## src/rtl/lcd_pkg.sv

```systemverilog
// rtl/lcd_pkg.sv - shared types and constants for the HD44780 nibble writer (LCD_BUSY_POLL_EN adds read states)
package lcd_pkg;

  // Clock the delay constants are derived from
  localparam int LCD_FREQ = 50_000_000;

  // Bit of the 5-bit nibble command that carries RS
  localparam int RS_BIT = 4;

  // Width of the shared phase/delay counter
  localparam int CNT_W = 21;

  // Common execution delays in clock cycles
  localparam int T1US  = LCD_FREQ / 1_000_000;
  localparam int T10US = 10 * T1US;
  localparam int T53US = 53 * T1US;

  // Default bus-cycle timing in clock cycles at LCD_FREQ
  localparam int DEF_SETUP_CYC  = 2;
  localparam int DEF_E_HIGH_CYC = 12;
  localparam int DEF_HOLD_CYC   = 2;

`ifdef LCD_BUSY_POLL_EN
  typedef enum logic [3:0] {
    IDLE, W_SETUP, W_EHIGH, W_HOLD, WAIT, DONE,
    R_SETUP, R_EHIGH, R_HOLD, R_GAP
  } lcd_state_t;
`else
  typedef enum logic [3:0] {
    IDLE, W_SETUP, W_EHIGH, W_HOLD, WAIT, DONE
  } lcd_state_t;
`endif

endpackage

```

## src/rtl/lcd_delay_counter.sv

```systemverilog
// rtl/lcd_delay_counter.sv - loadable 21-bit down-counter with zero flag shared by all bus phases
module lcd_delay_counter
  import lcd_pkg::*;
(
  input  logic             CLK,
  input  logic             RESET,
  input  logic             load,
  input  logic [CNT_W-1:0] load_value,
  output logic             zero
);

  logic [CNT_W-1:0] count;

  // Load wins over counting; the counter parks at zero until reloaded
  always_ff @(posedge CLK) begin
    if (RESET) begin
      count <= '0;
    end else if (load) begin
      count <= load_value;
    end else if (count != '0) begin
      count <= count - 1'b1;
    end
  end

  assign zero = (count == '0);

endmodule

```

## src/rtl/lcd_nibble_writer.sv

```systemverilog
// rtl/lcd_nibble_writer.sv - HD44780 4-bit bus cycle generator with execution delay (LCD_BUSY_POLL_EN enables BF polling)
module lcd_nibble_writer
  import lcd_pkg::*;
#(
  parameter int FREQ       = 50_000_000,
  parameter int SETUP_CYC  = DEF_SETUP_CYC,
  parameter int E_HIGH_CYC = DEF_E_HIGH_CYC,
  parameter int HOLD_CYC   = DEF_HOLD_CYC,
  parameter int POLL_LIMIT = 1023
) (
  input  logic             CLK,
  input  logic             RESET,
  input  logic             sendCommand,
  input  logic [4:0]       command,
  input  logic [CNT_W-1:0] commandDelay,
  input  logic             checkBusy,
  output logic             commandDone,
  output logic             commandTimeout,
  output logic             busy,
  inout  wire  [4:0]       LCD_D,
  output logic             LCD_E,
  output logic             LCD_RW
);

  // Counter reload values; each phase lasts N cycles so N-1 is loaded
  localparam logic [CNT_W-1:0] SETUP_LD = CNT_W'(SETUP_CYC - 1);
  localparam logic [CNT_W-1:0] EHIGH_LD = CNT_W'(E_HIGH_CYC - 1);
  localparam logic [CNT_W-1:0] HOLD_LD  = CNT_W'(HOLD_CYC - 1);

  lcd_state_t       state_q, state_d;
  logic [4:0]       cmd_q;
  logic [CNT_W-1:0] delay_q;
  logic             cnt_load;
  logic [CNT_W-1:0] cnt_value;
  logic             cnt_zero;
  logic             accept;

  // Frequency is informational only; cycle counts are passed in directly
  logic [31:0] unused_freq;
  assign unused_freq = FREQ;

  lcd_delay_counter u_delay_counter (
    .CLK        (CLK),
    .RESET      (RESET),
    .load       (cnt_load),
    .load_value (cnt_value),
    .zero       (cnt_zero)
  );

`ifdef LCD_BUSY_POLL_EN
  localparam int PCW = $clog2(POLL_LIMIT + 1);
  localparam logic [PCW-1:0] POLL_LAST = PCW'(POLL_LIMIT - 1);

  logic           check_q;
  logic           nib_q;
  logic           bf_q;
  logic [PCW-1:0] poll_cnt_q;
  logic           timeout_q;
  logic           timeout_set;
  logic           pair_retry;
  logic           rw_d1_q;
  logic           drive_en;
`else
  logic [31:0] unused_poll_limit;
  logic        unused_check_busy;
  assign unused_poll_limit = POLL_LIMIT;
  assign unused_check_busy = checkBusy;
`endif

  // State register
  always_ff @(posedge CLK) begin
    if (RESET) begin
      state_q <= IDLE;
    end else begin
      state_q <= state_d;
    end
  end

  // Next-state logic and counter reload for each phase entry
  always_comb begin
    state_d   = state_q;
    cnt_load  = 1'b0;
    cnt_value = '0;
    accept    = 1'b0;
`ifdef LCD_BUSY_POLL_EN
    timeout_set = 1'b0;
    pair_retry  = 1'b0;
`endif
    case (state_q)
      IDLE: begin
        if (sendCommand) begin
          accept    = 1'b1;
          state_d   = W_SETUP;
          cnt_load  = 1'b1;
          cnt_value = SETUP_LD;
        end
      end
      W_SETUP: begin
        if (cnt_zero) begin
          state_d   = W_EHIGH;
          cnt_load  = 1'b1;
          cnt_value = EHIGH_LD;
        end
      end
      W_EHIGH: begin
        if (cnt_zero) begin
          state_d   = W_HOLD;
          cnt_load  = 1'b1;
          cnt_value = HOLD_LD;
        end
      end
      W_HOLD: begin
        if (cnt_zero) begin
`ifdef LCD_BUSY_POLL_EN
          if (check_q) begin
            state_d   = R_SETUP;
            cnt_load  = 1'b1;
            cnt_value = SETUP_LD;
          end else
`endif
          if (delay_q == '0) begin
            state_d = DONE;
          end else begin
            state_d   = WAIT;
            cnt_load  = 1'b1;
            cnt_value = delay_q - 1'b1;
          end
        end
      end
      WAIT: begin
        if (cnt_zero) begin
          state_d = DONE;
        end
      end
      DONE: begin
        state_d = IDLE;
      end
`ifdef LCD_BUSY_POLL_EN
      R_SETUP: begin
        if (cnt_zero) begin
          state_d   = R_EHIGH;
          cnt_load  = 1'b1;
          cnt_value = EHIGH_LD;
        end
      end
      R_EHIGH: begin
        if (cnt_zero) begin
          state_d   = R_HOLD;
          cnt_load  = 1'b1;
          cnt_value = HOLD_LD;
        end
      end
      R_HOLD: begin
        if (cnt_zero) begin
          if (!nib_q) begin
            state_d   = R_SETUP;
            cnt_load  = 1'b1;
            cnt_value = SETUP_LD;
          end else if (!bf_q) begin
            state_d = DONE;
          end else if (poll_cnt_q == POLL_LAST) begin
            state_d     = DONE;
            timeout_set = 1'b1;
          end else begin
            state_d    = R_GAP;
            pair_retry = 1'b1;
            cnt_load   = 1'b1;
            cnt_value  = '0;
          end
        end
      end
      R_GAP: begin
        if (cnt_zero) begin
          state_d   = R_SETUP;
          cnt_load  = 1'b1;
          cnt_value = SETUP_LD;
        end
      end
`endif
      default: state_d = IDLE;
    endcase
  end

  // Command and delay are captured once per transfer; the bus keeps the last command
  always_ff @(posedge CLK) begin
    if (RESET) begin
      cmd_q   <= '0;
      delay_q <= '0;
    end else if (accept) begin
      cmd_q   <= command;
      delay_q <= commandDelay;
    end
  end

  assign commandDone = (state_q == DONE);
  assign busy        = (state_q != IDLE) && (state_q != DONE);

`ifdef LCD_BUSY_POLL_EN
  // Busy-flag poll bookkeeping: nibble index, sampled BF, pair count, timeout
  always_ff @(posedge CLK) begin
    if (RESET) begin
      check_q    <= 1'b0;
      nib_q      <= 1'b0;
      bf_q       <= 1'b0;
      poll_cnt_q <= '0;
      timeout_q  <= 1'b0;
    end else begin
      if (accept) begin
        check_q    <= checkBusy;
        nib_q      <= 1'b0;
        poll_cnt_q <= '0;
        timeout_q  <= 1'b0;
      end
      if (state_q == R_EHIGH && cnt_zero && !nib_q) begin
        bf_q <= LCD_D[3];
      end
      if (state_q == R_HOLD && cnt_zero) begin
        nib_q <= ~nib_q;
      end
      if (pair_retry) begin
        poll_cnt_q <= poll_cnt_q + 1'b1;
      end
      if (timeout_set) begin
        timeout_q <= 1'b1;
      end
    end
  end

  // Delayed RW so the data pins re-drive one cycle after the read ends
  always_ff @(posedge CLK) begin
    if (RESET) begin
      rw_d1_q <= 1'b0;
    end else begin
      rw_d1_q <= LCD_RW;
    end
  end

  assign LCD_E  = (state_q == W_EHIGH) || (state_q == R_EHIGH);
  assign LCD_RW = (state_q == R_SETUP) || (state_q == R_EHIGH) ||
                  (state_q == R_HOLD)  || (state_q == R_GAP);
  assign drive_en       = !LCD_RW && !rw_d1_q;
  assign commandTimeout = commandDone && timeout_q;
  assign LCD_D[RS_BIT]  = LCD_RW ? 1'b0 : cmd_q[RS_BIT];
  assign LCD_D[3:0]     = drive_en ? cmd_q[3:0] : 4'bzzzz;
`else
  assign LCD_E          = (state_q == W_EHIGH);
  assign LCD_RW         = 1'b0;
  assign commandTimeout = 1'b0;
  assign LCD_D          = cmd_q;
`endif

endmodule
```

## config.mk

```make
export PLATFORM = sky130hd
export DESIGN_NAME = lcd_nibble_writer
export DESIGN_NICKNAME = d
export VERILOG_FILES = /design/src/rtl/lcd_pkg.sv /design/src/rtl/lcd_delay_counter.sv /design/src/rtl/lcd_nibble_writer.sv
export SDC_FILE = /design/constraint.sdc
export NUM_CORES = 1
export LEC_CHECK = 0
export ABC_CLOCK_PERIOD_IN_PS = 3800
export CAP_MARGIN = 20
export CORE_ASPECT_RATIO = 0.7
export CORE_UTILIZATION = 55
export CTS_CLUSTER_DIAMETER = 150
export DETAILED_ROUTE_END_ITERATION = 10
export PLACE_DENSITY = 0.8
export SETUP_SLACK_MARGIN = 0.02
export SLEW_MARGIN = 10
export SYNTH_ARGS = -nofsm -noshare
export SYNTH_HDL_FRONTEND = slang
export SYNTH_HIERARCHICAL = 1
export SYNTH_SLANG_ARGS = --single-unit
export TNS_END_PERCENT = 5
```

## constraint.sdc

```tcl
create_clock -name CLK -period 3.8 [get_ports CLK]
set_clock_uncertainty 0.1 [all_clocks]
set_input_delay 0.76 -clock CLK [delete_from_list [all_inputs] [get_ports CLK]]
set_output_delay 0.76 -clock CLK [all_outputs]
set_load 0.005 [all_outputs]
```

==> flow_metrics.py <==
metrics = {
    "clock_tree": {
        "cts_repair_resize_count": 0,
        "clock_insertion_delay_worst_skew_ns": 0.30,
        "cts_max_path_buffers": 2,
        "clock-root-buffer": "sky130_fd_sc_hd__clkbuf_8",
        "cts_inserted_buffers": 5,
        "post_cts_hold_buffer_count": 0,
        "tritoncts": "done",
        "cts.clk_slew.worst_paths_ns": 0.08,
        "postCtsSetupBuffers": 0,
        "cts_max_level": 2,
        "cts_num_sinks": 50,
    },
    "floorplanning": {
        "row_count": 21,
        "core_region_area_um2": 4970,
        "die_h_um": 63.2,
        "die_area_um2": 5650,
        "floorplan.io_pins": 40,
        "chipWidth_um": 89.4,
        "initial_utilization": 0.593,
    },
    "setup_path": {
        "critical_path.endpoint_type": "flip-flop",
        "worst_setup_path_start_kind": "flip-flop",
        "worst_path_largest_cell_delay_ns": 0.57,
        "crit_path_cell_trace": "or4_4 > or3_1 > nor2_1 > nand2_1 > nor3b_2 > o21ai_4 > nand2_2 > inv_1 > nor2_1 > buf_4 > nand2_1 > o21ai_0",
        "worstReg2RegStart": "u_delay_counter/count[10]",
        "path_buf_inv": 2,
        "ff2ff_setup_slack_ns": 0.59,
        "critical_path.top_delay_family": "simple AND/OR/NAND/NOR gates",
        "critical_path.startpoint": "u_delay_counter/count[10]",
        "critPathRequiredTime_ns": 3.92,
        "arrival_time_of_data_at_the_critical_path_endpoint_ns": 3.33,
        "crit_path_top_delay_cell": "sky130_fd_sc_hd__or4_4",
        "timing.setup.critical_path_class": "reg -> reg",
        "crit_fanout": 16,
    },
    "final_layout": {
        "mostFrequentLayoutCells": "sky130_fd_sc_hd__nand2_1 (78), sky130_fd_sc_hd__dfxtp_1 (50), sky130_fd_sc_hd__a21oi_1 (32), sky130_fd_sc_hd__clkdlybuf4s50_1 (31), sky130_fd_sc_hd__nor2_1 (28)",
        "antennaDiodeCount": 0,
        "final_layout_size_suffix_gt1_frac": 0.109,
        "post_layout_nets": 427,
        "nFillCells": 408,
        "mostFrequentLayoutCell": "sky130_fd_sc_hd__nand2_1",
        "instances_no_fill": 464,
        "synthToLayoutAreaGrowth_pct": 14.4,
        "seq_area_um2": 1000,
        "multiInputGateArea_um2": 1810,
    },
    "pwr": {
        "power.density_nw_per_um2": 752,
        "power.total_mw": 2.53,
        "net-switching-power_mw": 1.08,
        "clock_power_share": 0.126,
        "power_leakage_nw": 1.21,
        "p_int_mw": 1.45,
        "comb_power_share": 0.546,
        "power.switching_fraction": 0.427,
        "power.ir.vdd_worst_uv": 430,
        "seq_power_share": 0.328,
    },
    "worst_hold_path": {
        "hold_path_class": "reg -> reg",
        "hold_path_startpoint": "LCD_D[2]",
    },
    "timing": {
        "relSlewSlack": 0.352,
        "setup_repair_after_global_routing_missed_its_margin": "false",
        "report.final.setup_viol": 0,
        "ratio_of_final_minimum_period_to_clock_period": 0.845,
        "finalHoldViolations": 0,
        "maxClockFrequency_ghz": 0.312,
        "setup-tns-final_ns": 0,
        "drv_slew": 0,
        "tightestPinTransition_ns": 0.969,
        "finalWorstPathRequiredPeriod_ns": 3.21,
        "setup_slack_ns": 0.590,
    },
    "grt": {
        "gr-max-usage-layer": "met2",
        "global_route.usage.met2": 0.398,
        "grt_pass1_vias": 2522,
        "grt_first_pass_wirelength_um": 11100,
        "grt.overflow.total": 0,
        "gr-usage-met1": 0.340,
        "grt_max_degree": 40,
        "antenna_found_initial": 0,
        "grt.met3_usage": 0.0590,
        "globalRouteTotalUtil": 0.251,
    },
    "drt": {
        "initialDrtViolationCount": 154,
        "antenna_left": 0,
        "drc": 0,
        "detailedRoute.firstPassIterationCount": 4,
        "wl_per_cell_um": 13.7,
        "route.final.wire_length_um": 6360,
        "avgViaCountPerCell": 5.63,
        "detailroute.via_count": 2610,
    },
    "synthesis": {
        "synth_flop_cell": "sky130_fd_sc_hd__dfxtp_1",
        "syn_area_per_cell_um2": 7.98,
        "synth-seq-cells": 50,
        "instance_count_of_the_mapped_netlist": 369,
        "synth_edf_count": 0,
        "synth.distinct_cells": 63,
        "async_flop_share": 0,
        "synthTopCellsByArea": "sky130_fd_sc_hd__dfxtp_1 (34%), sky130_fd_sc_hd__nand2_1 (9.9%), sky130_fd_sc_hd__xnor2_1 (6.3%), sky130_fd_sc_hd__a21oi_1 (5.4%), sky130_fd_sc_hd__nor2_1 (3.6%)",
        "synth_area_um2": 2940,
        "synth.top_cell.area_share": 0.340,
        "ys_seq_area_frac": 0.340,
        "synth_top_cell_by_area": "sky130_fd_sc_hd__dfxtp_1",
        "synth.yosys.warnings": 6,
    },
    "placement": {
        "placement.setup.worst_slack_ns": 0.621,
        "place_hpwl_um": 4730,
        "portBuffers": 31,
        "gp_congestion": 0.826,
        "placedCellCount": 456,
    },
    "run_status": {
        "status": "finished clean",
    },
    "flow_run": {
        "drv.max_cap_violation_count": 0,
    },
}
## synth_stat cells, drive strengths merged (2+ instances only)
library cell  number
a21oi             32
and4b              2
buf                8
clkbuf            13
dfxtp             50
ha                 3
inv                5
mux2i              4
nand2             80
nand2b             2
nand3              4
nand3b             3
nand4              3
nand4b             2
nor2              33
nor3              15
nor3b              3
nor4              10
nor4b              5
o21ai             22
or2                2
or3                9
or4                6
or4b               2
xnor2             21
xor2              11
## flip-flops by register name, indices dropped and copies added, names as in the netlist
| name | flops |
|---|---|
| delay_q | 21 |
| state_q | 3 |
| u_delay_counter/count | 21 |
| LCD_D | 5 |
## cells by family (layout without fill, tap and decap cells)
family | Yosys count | count (layout) | share of synthesized area
and+or+nand+nor | 185 | 185 | 0.352
AOI/OAI and AO/OA | 67 | 67 | 0.134
DFF | 50 | 50 | 0.340
xor gates and xnor gates | 32 | 32 | 0.0952
buffers and inverters | 26 | 51 | 0.0476
muxes | 5 | 5 | 0.0174
adders and majority gates | 3 | 3 | 0.0128
other | 1 | 2 | 0.00127
## routing by layer
layer / vias up / wire, um
met2: 54 / 2860
li1: 1324 / -
met4: 0 / 66
met1: 1224 / 3100
met3: 8 / 334
met5: - / 0
## per-stage QoR
| stage | cell area, um2 | util | hold slack, ns |
|---|---|---|---|
| after global placement | 3270 | 0.659 | 0.340 |
| after floorplan | 2950 | - | 0.334 |
| after global routing | 3370 | 0.678 | 0.400 |
| after CTS | 3370 | 0.678 | 0.358 |
| final | 3370 | 0.678 | 0.356 |
| after detailed placement | 3270 | 0.659 | 0.346 |
## path summary, 6_finish.rpt
check | end | depth (start not counted)
hold / removal | LCD_D[2] | 2
hold reg to reg | LCD_D[2] | 2
setup / recovery | u_delay_counter/count[12] | 12
setup reg to reg | u_delay_counter/count[12] | 12
## worst min-delay path, stage by stage (launching register included)
cell                      delay [ns]
sky130_fd_sc_hd__dfxtp_1        0.33
sky130_fd_sc_hd__nand2_1        0.04
sky130_fd_sc_hd__a21oi_1        0.05
## power by group through the flow
stage                     Combinational (mW)  Clock, mW  Sequential [mW]
final                                   1.38      0.319            0.831
after global routing                    1.54      0.347            0.858
after CTS                               1.38      0.325            0.829
after detailed placement                1.37          0            0.840
after global placement                  1.34          0            0.833
after floorplan                         1.15          0            0.779
## final cells by class
class / count / share of cell area
multi-input cells: 294 / 0.536
clock buffers: 7 / 0.0257
repair buffers: 38 / 0.108
clock inverters: 1 / 0.00149
flip-flops and latches: 50 / 0.297
well taps: 69 / 0.0257
inverters: 5 / 0.00558
(Power assumes the default switching activity.)
